[src/rtl/decomp_pipe_ctrl_pkg.sv]
// Shared definitions for the decomposition pipeline controller.
// Holds the shared parameter defines (chain depth, tag width, delivered-frame
// counter width), their typed localparam mirrors, and the controller FSM
// state type.
`ifndef DECOMP_LAT
`define DECOMP_LAT 8
`endif
`ifndef DECOMP_TAG_WL
`define DECOMP_TAG_WL 4
`endif
`ifndef DECOMP_CNT_WL
`define DECOMP_CNT_WL 16
`endif

package decomp_pipe_ctrl_pkg;

  localparam int unsigned DefLat  = `DECOMP_LAT;
  localparam int unsigned DefTagW = `DECOMP_TAG_WL;
  localparam int unsigned DefCntW = `DECOMP_CNT_WL;

  // RUN accepts frames, DRAIN empties the chain, DONE flags the end of a drain.
  typedef enum logic [1:0] {
    StRun   = 2'd0,
    StDrain = 2'd1,
    StDone  = 2'd2
  } state_e;

endpackage

[src/rtl/decomp_valid_pipe.sv]
// Valid/tag shift register running alongside the decomposition chain.
// Ports:
//   clk_i, rst_ni  clock, asynchronous active-low reset
//   en_i           global advance enable (chain pipe_en)
//   valid_i        valid bit entering stage 0 (chain load enable)
//   tag_i          tag entering stage 0
//   out_valid_o    valid bit of the last stage
//   out_tag_o      tag of the last stage
// All stages move together; nothing collapses bubbles.
module decomp_valid_pipe #(
  parameter int unsigned LAT   = 8,
  parameter int unsigned TAG_W = 4
) (
  input  logic             clk_i,
  input  logic             rst_ni,
  input  logic             en_i,
  input  logic             valid_i,
  input  logic [TAG_W-1:0] tag_i,
  output logic             out_valid_o,
  output logic [TAG_W-1:0] out_tag_o
);

  logic [LAT-1:0]   valid_q;
  logic [TAG_W-1:0] tag_q [LAT];

  always_ff @(posedge clk_i or negedge rst_ni) begin
    if (!rst_ni) begin
      valid_q <= '0;
      for (int i = 0; i < LAT; i++) begin
        tag_q[i] <= '0;
      end
    end else if (en_i) begin
      valid_q  <= {valid_q[LAT-2:0], valid_i};
      tag_q[0] <= tag_i;
      for (int i = 1; i < LAT; i++) begin
        tag_q[i] <= tag_q[i-1];
      end
    end
  end

  assign out_valid_o = valid_q[LAT-1];
  assign out_tag_o   = tag_q[LAT-1];

endmodule

[src/rtl/decomp_pipe_ctrl.sv]
// Flow controller for the QR/channel decomposition chain feeding K-best search.
// Ports:
//   clk, rst            clock, asynchronous active-low reset
//   in_valid/in_ready   upstream frame handshake
//   load_en             capture enable for the chain input register
//   pipe_en             global advance enable for all chain stages
//   out_valid/out_ready downstream handshake, out_tag = tag at chain output
//   flush_req           stop intake and drain; flush_done pulses when empty
//   busy, occupancy     frames in flight
//   frame_cnt           frames delivered since reset (wrapping)
module decomp_pipe_ctrl
  import decomp_pipe_ctrl_pkg::*;
#(
  parameter int unsigned LAT   = DefLat,
  parameter int unsigned TAG_W = DefTagW,
  parameter int unsigned CNT_W = DefCntW
) (
  input  logic                     clk,
  input  logic                     rst,
  input  logic                     in_valid,
  output logic                     in_ready,
  output logic                     load_en,
  output logic                     pipe_en,
  output logic                     out_valid,
  input  logic                     out_ready,
  output logic [TAG_W-1:0]         out_tag,
  input  logic                     flush_req,
  output logic                     flush_done,
  output logic                     busy,
  output logic [$clog2(LAT+1)-1:0] occupancy,
  output logic [CNT_W-1:0]         frame_cnt
);

  localparam int unsigned OccW = $clog2(LAT + 1);

  state_e           state_q;
  logic             flush_done_q;
  logic [TAG_W-1:0] next_tag_q, next_tag_d;
  logic [OccW-1:0]  occ_q, occ_d;
  logic [CNT_W-1:0] frame_cnt_q, frame_cnt_d;
  logic             deliver;

  // Handshake. The chain only stalls when its output is occupied and refused.
  assign pipe_en  = ~out_valid | out_ready;
  assign in_ready = pipe_en & (state_q == StRun);
  // A flush request squashes the accept in its own cycle; the registered
  // DRAIN state blocks every later one.
  assign load_en  = in_valid & in_ready & ~flush_req;
  assign deliver  = out_valid & out_ready;

  decomp_valid_pipe #(
    .LAT  (LAT),
    .TAG_W(TAG_W)
  ) u_valid_pipe (
    .clk_i      (clk),
    .rst_ni     (rst),
    .en_i       (pipe_en),
    .valid_i    (load_en),
    .tag_i      (next_tag_q),
    .out_valid_o(out_valid),
    .out_tag_o  (out_tag)
  );

  always_comb begin
    occ_d = occ_q;
    if (load_en && !deliver) begin
      occ_d = occ_q + 1'b1;
    end else if (deliver && !load_en) begin
      occ_d = occ_q - 1'b1;
    end
    next_tag_d  = load_en ? next_tag_q + 1'b1 : next_tag_q;
    frame_cnt_d = deliver ? frame_cnt_q + 1'b1 : frame_cnt_q;
  end

  always_ff @(posedge clk or negedge rst) begin
    if (!rst) begin
      occ_q       <= '0;
      next_tag_q  <= '0;
      frame_cnt_q <= '0;
    end else begin
      occ_q       <= occ_d;
      next_tag_q  <= next_tag_d;
      frame_cnt_q <= frame_cnt_d;
    end
  end

  // Flush FSM. flush_done is registered on the DRAIN->DONE transition so it
  // is high exactly while the state is DONE.
  always_ff @(posedge clk or negedge rst) begin
    if (!rst) begin
      state_q      <= StRun;
      flush_done_q <= 1'b0;
    end else begin
      flush_done_q <= 1'b0;
      unique case (state_q)
        StRun: begin
          if (flush_req) begin
            state_q <= StDrain;
          end
        end
        StDrain: begin
          if (occ_q == '0) begin
            state_q      <= StDone;
            flush_done_q <= 1'b1;
          end
        end
        StDone: begin
          state_q <= StRun;
        end
        default: begin
          state_q <= StRun;
        end
      endcase
    end
  end

  assign flush_done = flush_done_q;
  assign busy       = (occ_q != '0);
  assign occupancy  = occ_q;
  assign frame_cnt  = frame_cnt_q;

endmodule

[config.mk]
export PLATFORM = sky130hd
export DESIGN_NAME = decomp_pipe_ctrl
export DESIGN_NICKNAME = d
export VERILOG_FILES = /design/src/rtl/decomp_pipe_ctrl_pkg.sv /design/src/rtl/decomp_valid_pipe.sv /design/src/rtl/decomp_pipe_ctrl.sv
export SDC_FILE = /design/constraint.sdc
export NUM_CORES = 1
export LEC_CHECK = 0
export BUFFER_PORTS_ARGS = -buffer_cell sky130_fd_sc_hd__buf_2
export CORE_UTILIZATION = 51
export DETAILED_ROUTE_END_ITERATION = 8
export GPL_TIMING_DRIVEN = 0
export HOLD_SLACK_MARGIN = 0.02
export MAX_ROUTING_LAYER = met4
export PLACE_DENSITY = 0.74
export SETUP_SLACK_MARGIN = 0.2
export SLEW_MARGIN = 20
export SYNTH_ARGS = -nofsm -noshare
export SYNTH_HDL_FRONTEND = slang
export SYNTH_SLANG_ARGS = --single-unit
[constraint.sdc]
create_clock -name clk -period 2.3 [get_ports clk]
set_input_delay 0.23 -clock clk [delete_from_list [all_inputs] [get_ports clk]]
set_output_delay 0.23 -clock clk [all_outputs]
set_load 0.05 [all_outputs]
* Word-level counts from Yosys, hierarchy flattened
Cells that the tools add are included.
** Storage, ports and cells
- Latch bits :: 0
- Output and inout bits :: 30
- Bits of input ports :: 5
- Bits in writable memories :: 0
- Memories kept :: 0
- Bits in read-only memories :: 0
- Register bits :: 67
** Operators by class
- Equal/unequal tests :: 3
- Div/mod/pow operators :: 0
- Muxes and demuxes :: 7
- Bitwise operators :: 7
- Multiply operators :: 0
- Add/subtract/negate cells :: 4
- Reductions and logical operators :: 9
- Order comparisons :: 0
- Shift operators :: 0
** Operators with widths (number)
- 16-bit by 1-bit adder with 16-bit output, second input constant :: 1
- 4-bit by 1-bit adder with 4-bit output, second input constant :: 2
- 4-bit 2-to-1 mux :: 2
- 1-bit AND :: 4
- 4-bit zero test :: 1
- 2-bit 2-to-1 mux :: 2
- 2-bit != test, second input constant :: 2
- 2-bit one-hot mux with 2 select lines :: 1
- 4-bit nonzero test :: 1
- 4-bit by 1-bit subtractor with 4-bit output, second input constant :: 1
- 2-bit by 1-bit equality test with 1-bit output, second input constant :: 1
- 1-bit logical AND :: 2
- 1-bit zero test :: 2
- 2-bit zero test :: 1
- 1-bit 2-to-1 mux :: 2
- 1-bit NOT :: 2
- 2-bit AND reduction :: 1
- 2-bit nonzero test :: 1
- 1-bit OR :: 1

* Logic depth before layout (Yosys ltp)
Gate-level depths: netlist of run 1.
- Depth in word-level cells :: 9
- Depth in mapped cells :: 12

* By module
From an unflattened synthesis of run 1, not the netlist that was laid out.
** Second synthesis, totals
- Cell total of the unflattened synthesis :: 195
- Area total of the unflattened synthesis :: 2788.9 µm²
** Modules (own cells, without submodules)
- decomp_valid_pipe :: times used 1, area an instance 1526.5 µm², cells each 88
- decomp_pipe_ctrl :: times used 1, area an instance 1262.5 µm², cells each 107

* Least setup slack after synthesis of run 1
Ideal clock, no wire load.
- Path type :: reg2reg
- Start point :: register u_valid_pipe.valid_q[7]
- End point :: register occ_q[3], in the netlist occupancy[3]
- Stages on the path, launching flop included :: 12
- Arrival :: 2.667 ns
- Path slack :: -0.503 ns
- Period minus slack after synthesis :: 2.803 ns
- Setup time :: 0.136 ns
- Path through :: dfrtp_1 > nor2b_2 > buf_6 > inv_2 > and4b_1 > buf_4 > ha_1 > inv_1 > ha_1 > a21o_1 > a2111oi_0 > o31ai_1
** On the way
- Cells in the longest elaborated chain, start to end :: 8
- Elaborated cells on any way between the ends :: 12
- Classes of those cells :: mux (1); bitwise (6); reduce/logical (5)
** RTL lines
- start: declaration :: RTL line decomp_valid_pipe.sv:23 : logic [LAT-1:0] valid_q;
- start signal: assignment :: RTL line decomp_valid_pipe.sv:33 : valid_q <= {valid_q[LAT-2:0], valid_i};
- 1-bit NOT (*) :: RTL line decomp_pipe_ctrl.sv:44 : assign pipe_en = ~out_valid | out_ready;
- 1-bit OR (*) :: RTL line decomp_pipe_ctrl.sv:44
- 1-bit AND (*) :: RTL line decomp_pipe_ctrl.sv:45 : assign in_ready = pipe_en & (state_q == StRun);
- 1-bit AND (*) (2 in series) :: RTL line decomp_pipe_ctrl.sv:48 : assign load_en = in_valid & in_ready & ~flush_req;
- via load_en :: RTL line decomp_pipe_ctrl.sv:22 : output logic load_en,
- 1-bit zero test :: RTL line decomp_pipe_ctrl.sv:68 : end else if (deliver && !load_en) begin
- 1-bit logical AND :: RTL line decomp_pipe_ctrl.sv:68
- 2-bit nonzero test (no line)
- end signal: assignment :: RTL line decomp_pipe_ctrl.sv:77 : occ_q <= '0;
- end signal: assignment :: RTL line decomp_pipe_ctrl.sv:81 : occ_q <= occ_d;
- end: declaration :: RTL line decomp_pipe_ctrl.sv:39 : logic [OccW-1:0] occ_q, occ_d;
Mark *: on every way through the listed nets, which the timed path passes. The rest lies on a longest branch.
A chain may end at the register's enable or synchronous reset.

* Final worst setup path of run 1
- Start point :: register u_valid_pipe.valid_q[7]
- End point :: register occ_q[1], in the netlist occupancy[1]
** On the way
- Elaborated cells on any way between the ends :: 12
- Classes of those cells :: mux (1); bitwise (6); reduce/logical (5)
** RTL lines
- 1-bit NOT :: RTL line decomp_pipe_ctrl.sv:44
- 1-bit OR :: RTL line decomp_pipe_ctrl.sv:44
- 1-bit AND :: RTL line decomp_pipe_ctrl.sv:45
- 1-bit AND (2 in series) :: RTL line decomp_pipe_ctrl.sv:48
- 1-bit logical AND (*) :: RTL line decomp_pipe_ctrl.sv:66 : if (load_en && !deliver) begin
- 4-bit 2-to-1 mux (*) :: RTL line decomp_pipe_ctrl.sv:66
- via occ_d[1] :: RTL line decomp_pipe_ctrl.sv:39
Marks and branches as above.

==> results of run 1 <==
==> layer usage <==
layer / global-route usage [%] / share of wire, % / vias to the layer above / wire (um)
met4: 9.47 / 1.7 / 0 / 82
met2: 28.0 / 44 / 27 / 2090
li1: - / - / 973 / -
met1: 27.8 / 51 / 920 / 2400
met3: 6.35 / 3.3 / 9 / 157
met5: - / 0 / - / 0
==> cell usage after synthesis <==
cell       instances
nand2_1          125
dfrtp_1           67
xnor2_1           17
clkbuf_1           9
nand3_1            6
buf_4              5
ha_1               5
nand4_1            4
nor2_1             4
nor3_1             4
and4_1             3
inv_1              3
xor2_1             3
a21o_1             2
and3_1             2
mux2_2             2
o21ai_0            2
a2111oi_0          1
a211oi_1           1
a21oi_1            1
and4b_1            1
buf_6              1
fa_1               1
inv_2              1
mux2_4             1
mux2i_1            1
nand2b_1           1
nor2b_2            1
nor4_1             1
nor4_4             1
o31ai_1            1
==> placed cells by master (no fill, tap or decap), drive strengths merged, types with 3 or more instances in the layout <==
cell type and n:
and4 3, nand2 125, clkbuf 22, ha 5
xnor2 17, nor2 4, buf 46, xor2 3
mux2 3, nand4 4, nand3 6, nor3 4
dfrtp 67, inv 4
==> what timing repair did <==
item	CTS	global route
hold buffers	1	0
resized for setup	2	1
setup endpoints to repair	2	5
endpoints found under the hold margin	33	0
buffers inserted	6	0
pin swaps	1	1
==> area by class of cell <==
type                            count  area (um^2)  area share (%)
Clock inverter                      2         10.0           0.297
Buffer                             13         78.8            2.34
Inverter                            4         22.5           0.668
Timing Repair Buffer               42          250            7.43
Tap cell                           70         87.6            2.60
Multi-Input combinational cell    191         1080            32.0
Sequential cell                    67         1680            49.8
Clock buffer                       14          163            4.83
==> through the flow <==
step / setup TNS [ns] / setup WS, ns
after CTS: 0 / 0.149
after floorplan: -0.0485 / -0.0485
after detailed placement: 0 / 0.0299
final: 0 / 0.158
after global routing: 0 / 0.0472
after global placement: 0 / 0.0515
==> kinds of logic after synthesis <==
kind of cell / after synthesis
mux: 4
buf+inv: 19
flops: 67
xor+xnor: 20
compound gates: 8
fa+ha+maj: 6
simple gates: 153
==> flip-flops by register name, indices dropped and copies added, names as in the netlist <==
register	count
occupancy	4
next_tag_q	4
frame_cnt	16
u_valid_pipe.out_tag_o	4
state_q	2
u_valid_pipe.valid_q	8
flush_done	1
u_valid_pipe.tag_q	28
==> power by group <==
part           internal [mW]  leakage, nW  switching (mW)  total (mW)
Clock                  0.448       0.0905           0.415       0.863
Sequential              1.56        0.870           0.284        1.85
Combinational          0.571        0.807            1.04        1.61
Total                   2.58         1.77            1.74        4.33
==> worst min-delay path by stage <==
stage | end | cells after the start
global route | frame_cnt[2] | 3
CTS | state_q[0] | 3
floorplan | flush_done | 0
detailed placement | occupancy[3] | 1
global placement | u_valid_pipe.tag_q[18] | 2
finish | state_q[0] | 3
==> critical path, delay by kind of cell, from the launching register on <==
family	cells	cell delay [ns]
adder cells (fa/ha/maj)	2	0.58
buffers and inverters	5	0.44
flip-flops	1	0.41
multiplexers	1	0.27
AND/OR/NAND/NOR	2	0.32
==> results.py, run 1 <==
metrics = {
    "outcome": {
        "run_status": "complete, no violations",
    },
    "global_routing": {
        "grt_pass1_wl_um": 8270,
        "grt-ovfl-total": 0,
        "antenna_found_initial": 0,
        "grt_util_all_layers_pct": 20.5,
        "grt_pass1_vias": 1818,
        "grt_max_degree": 35,
    },
    "setup_path": {
        "cp_cell_sequence": "nor2b_4, buf_6, inv_4, and4b_1, buf_6, ha_4, inv_6, buf_4, fa_1, mux2_2",
        "cp_slowest_cell": "fa_1",
        "reg2regPathDepth": 10,
        "reg2reg_to": "occupancy[1]",
        "startpoint": "u_valid_pipe.valid_q[7]",
        "cp.required_ns": 2.52,
        "timing.rr.start": "u_valid_pipe.valid_q[7]",
        "r2r_slack_ns": 0.16,
        "criticalPathCategory": "reg2reg",
        "slowest_delay_ns": 0.43,
        "critPathCaptureType": "flip-flop",
        "critPathArrivalTime_ns": 2.36,
        "startpoint_type": "flip-flop",
        "cp_common_cell": "buf_6",
        "crit_path_end": "occupancy[1]",
        "crit_fanout": 3,
    },
    "clock_tree": {
        "clk_pin_slew_ns": 0.06,
        "htreeDepth": 3,
        "cts.sinks": 67,
        "cts_tree": "built",
        "cts.path.max_buffers": 2,
        "clock_latency_ns": 0.34,
        "numCtsBuffers": 9,
        "cts-root-buf": "clkbuf_8",
    },
    "synth": {
        "yosys_warnings": 0,
        "synth_nets": 288,
        "yosys.area_share.simple_pct": 23.4,
        "syn_area_per_cell_um2": 10.1,
        "syn_inst": 277,
        "synth_top_area_share_pct": 60.2,
        "synthMuxAreaShare_pct": 1.71,
        "synth_top_area_cell": "dfrtp_1",
        "ys_seq_elements": 67,
        "synth_area_leaders": "dfrtp_1 (60%), nand2_1 (17%), xnor2_1 (5.3%)",
        "synth.distinct_cells": 31,
        "syn_area_um2": 2780,
        "synth_xor_area_share_pct": 6.29,
        "synth_compound_area_share_pct": 1.93,
        "synth_fa_ha_area_share_pct": 2.97,
        "synth_top_family_by_area": "simple AND/OR/NAND/NOR gates",
        "ys_seq_area_share_pct": 60.2,
    },
    "finish": {
        "drive_gt1_share_pct": 22.2,
        "nFillCells": 418,
        "layout.nets": 339,
        "postLayoutCellArea_um2": 3370,
        "fin_util_pct": 65.1,
        "final_cells": 403,
        "n_antenna_cell": 0,
        "area_delta_synth_final_pct": 21.0,
    },
    "die": {
        "die-area_um2": 5760,
        "coreArea_um2": 5170,
        "core.rowCount": 26,
        "io_pins": 35,
        "initial_core_util_pct": 53.8,
        "die_w_um": 75.9,
        "die_h_um": 75.9,
    },
    "min_path": {
        "hold_path.startpoint": "flush_req",
        "hold_class": "in2reg",
    },
    "timing": {
        "hold_violations": 0,
        "relSlewSlack_pct": 65.9,
        "finalCriticalPeriod_ns": 2.14,
        "fmax_mhz": 467,
        "slew_violations": 0,
        "setup_viol": 0,
        "grt_setup_unrepaired": "yes",
        "holdWs_ns": 0.227,
        "worst_pin_slew_ns": 0.507,
        "post-route-period-util_pct": 93.1,
        "finalClockSkew_ns": 0.00568,
    },
    "detailed_routing": {
        "vias": 1929,
        "routedWlPerCell_um": 11.7,
        "drtIter0Drc": 148,
        "dr.pass1.iters": 4,
        "drtAntennaViolNets": 0,
        "wl_um": 4730,
        "vias_per_cell": 4.79,
        "drcViolationCount": 0,
    },
    "power": {
        "p_per_area_nw_per_um2": 1280,
        "power.total_mw": 4.33,
        "peakVddDrop_v": 0.00102,
        "p_leak_nw": 1.77,
    },
    "placement": {
        "placed_cell_area_um2": 3130,
        "dp.cells": 382,
        "portBuffers": 34,
        "place_congestion": 0.741,
        "hpwl_um": 3160,
    },
    "flow_run": {
        "cap_violations": 0,
    },
}
No activity file was read; power rests on OpenSTA's default activity.
==> run 2: changes to the inputs <==
Settings changed: SYNTH_HIERARCHICAL set to 1.
==> run 2 against run 1 <==
Against the previous run:
- setup slack gained 0.10 ns
- sequential power about the same
- synthesized cell count down 30%
- global-route usage shrank 2.5 points
- sequential share of layout area fell by 0.13 points
- design area grew 0.33%
- highest routed layer unchanged
==> results.py, run 2 <==
metrics = {
    "outcome": {
        "run_status": "complete, no violations",
    },
    "global_routing": {
        "grt-ovfl-total": 0,
        "grt_util_all_layers_pct": 17.9,
        "grt_pass1_vias": 1693,
        "grt_max_degree": 57,
        "grt_pass1_wl_um": 7850,
        "antenna_found_initial": 0,
    },
    "min_path": {
        "min_to": "state_q[0]",
        "worstHoldPathCells": 3,
        "hold_path.startpoint": "flush_req",
        "hold_class": "in2reg",
    },
    "setup_path": {
        "crit_family": "flip-flops",
        "critPathCaptureType": "flip-flop",
        "startpoint_type": "flip-flop",
        "critPathArrivalTime_ns": 2.24,
        "cp_slowest_cell": "dfrtp_2",
        "timing.rr.start": "u_valid_pipe/valid_q[7]",
        "cp_cell_sequence": "nand2b_4, and4b_1, buf_6, ha_4, inv_6, ha_4, a21o_1, a21oi_2, mux2i_1, o31ai_1",
        "criticalPathCategory": "reg2reg",
        "reg2reg_to": "occupancy[3]",
        "cp.required_ns": 2.50,
        "cp.depth": 10,
        "slowest_delay_ns": 0.46,
        "cp_common_cell": "ha_4",
        "crit_fanout": 5,
        "r2r_slack_ns": 0.26,
        "critical_path_buf_inv_count": 2,
        "reg2regPathDepth": 10,
    },
    "detailed_routing": {
        "drtIter0Drc": 56,
        "drtAntennaViolNets": 0,
        "vias_per_cell": 4.98,
        "dr.pass1.iters": 2,
        "vias": 1604,
        "routedWlPerCell_um": 13.3,
        "wl_um": 4280,
        "drcViolationCount": 0,
    },
    "timing": {
        "post-route-period-util_pct": 88.7,
        "finalCriticalPeriod_ns": 2.04,
        "slew_violations": 0,
        "setup_tns_ns": 0,
        "setup_viol": 0,
        "fmax_mhz": 490,
        "finalClockSkew_ns": 0.0113,
        "grt_setup_unrepaired": "no",
        "worst_pin_slew_ns": 0.523,
        "hold_violations": 0,
        "relSlewSlack_pct": 64.8,
    },
    "clock_tree": {
        "cts_tree": "built",
        "clock_latency_ns": 0.32,
        "cts-root-buf": "clkbuf_8",
        "htreeDepth": 3,
        "cts.path.max_buffers": 2,
        "cts.sinks": 67,
        "clk_pin_slew_ns": 0.07,
        "numCtsBuffers": 9,
    },
    "placement": {
        "place_congestion": 0.780,
        "portBuffers": 34,
        "placed_cell_area_um2": 3140,
        "hpwl_um": 2870,
    },
    "synth": {
        "yosysMostFrequentCell": "dfrtp_1",
        "syn_area_per_cell_um2": 14.3,
        "netlist_top_cells_count": "dfrtp_1 (67), mux2_2 (42), xnor2_1 (14)",
        "synth_nets": 206,
        "ys_seq_elements": 67,
        "synthFlopType": "dfrtp_1",
        "synth_top_area_cell": "dfrtp_1",
        "synthArstFlopShare_pct": 100,
        "synth-edff-count": 0,
        "synth_top_area_share_pct": 60.1,
        "synth_area_leaders": "dfrtp_1 (60%), mux2_2 (17%), xnor2_1 (4.4%)",
        "synth.distinct_cells": 32,
        "syn_inst": 195,
        "syn_area_um2": 2790,
        "yosys_warnings": 6,
        "ys_seq_area_share_pct": 60.1,
    },
    "finish": {
        "nFillCells": 388,
        "postLayoutCellArea_um2": 3380,
        "layout_common_cells": "dfrtp_1 (65), mux2_2 (42), buf_2 (33)",
        "mostFrequentLayoutCell": "dfrtp_1",
        "drive_gt1_share_pct": 48.0,
        "largest-register": "u_valid_pipe/tag_q",
        "layout.nets": 258,
        "largest_register_ffs": 28,
        "n_antenna_cell": 0,
        "area_delta_synth_final_pct": 21.2,
    },
    "die": {
        "core.rowCount": 26,
        "initial_core_util_pct": 53.9,
        "die-area_um2": 5770,
        "die_w_um": 76.0,
        "die_h_um": 76.0,
        "io_pins": 35,
        "coreArea_um2": 5170,
    },
    "flow_run": {
        "cap_violations": 0,
    },
    "power": {
        "power.total_mw": 4.09,
        "p_per_area_nw_per_um2": 1210,
        "peakVddDrop_v": 0.00109,
        "p_leak_nw": 1.67,
    },
}
[run 2: final cells by class]
type,instances,area (um^2),share of cell area (%)
clock buffer,11,141,4.18
buffer,10,90.1,2.66
multi-input combinational,115,1090,32.2
inverter,3,16.3,0.481
tap,70,87.6,2.59
sequential,67,1680,49.7
timing repair buffer,41,248,7.33
clock inverter,5,28.8,0.851
[run 2: power by group]
part / leakage (nW) / internal [mW] / switching, mW
clock network: 0.0928 / 0.415 / 0.408
registers: 0.865 / 1.56 / 0.270
logic: 0.714 / 0.636 / 0.801
total: 1.67 / 2.61 / 1.48
[run 2: worst min-delay path: stages]
cell,delay (ns)
buf_2,0.10
nor2_2,0.12
a211oi_1,0.06
[run 2: logic make-up after synthesis]
group | count (synthesis) | share of synthesized area [%]
xor gates and xnor gates | 20 | 6.28
AOI/OAI and AO/OA | 7 | 1.66
muxes | 44 | 17.9
and+or+nand+nor | 38 | 7.63
DFF | 67 | 60.1
adders and majority gates | 6 | 2.96
buffers and inverters | 13 | 3.50
[run 2: worst max path at each step]
stage                             from           end
3_3_place_gp   u_valid_pipe/valid_q[7]  occupancy[3]
4_1_cts                     state_q[0]  occupancy[3]
5_1_grt        u_valid_pipe/valid_q[7]  occupancy[3]
6_report       u_valid_pipe/valid_q[7]  occupancy[3]
3_5_place_dp   u_valid_pipe/valid_q[7]  occupancy[3]
2_1_floorplan  u_valid_pipe/valid_q[7]  occupancy[3]
[run 2: metrics by stage]
step	utilization, %	setup slack [ns]	cells	hold WS, ns
global route	65.4	0.195	322	0.219
finish	65.4	0.261	322	0.235
global placement	60.2	0.199	299	0.458
floorplan	-	-0.0312	195	-0.0656
detailed placement	60.8	0.151	300	0.0907
CTS	64.5	0.211	318	0.214
[run 2: repair_timing]
item | in CTS | in global routing
hold endpoints to repair | 11 | 0
setup endpoints to repair | 1 | 1
resized for setup | 1 | 3
hold buffers | 1 | 0
buffers inserted | 1 | 4
pin swaps | 0 | 2
[run 2: layer usage]
metal / global-route usage (%) / vias up / share of wire [%]
met2: 26.7 / 24 / 49
met1: 23.6 / 800 / 47
met4: 9.42 / 0 / 0.89
li1: - / 776 / -
met3: 3.25 / 4 / 3.0
met5: - / - / 0
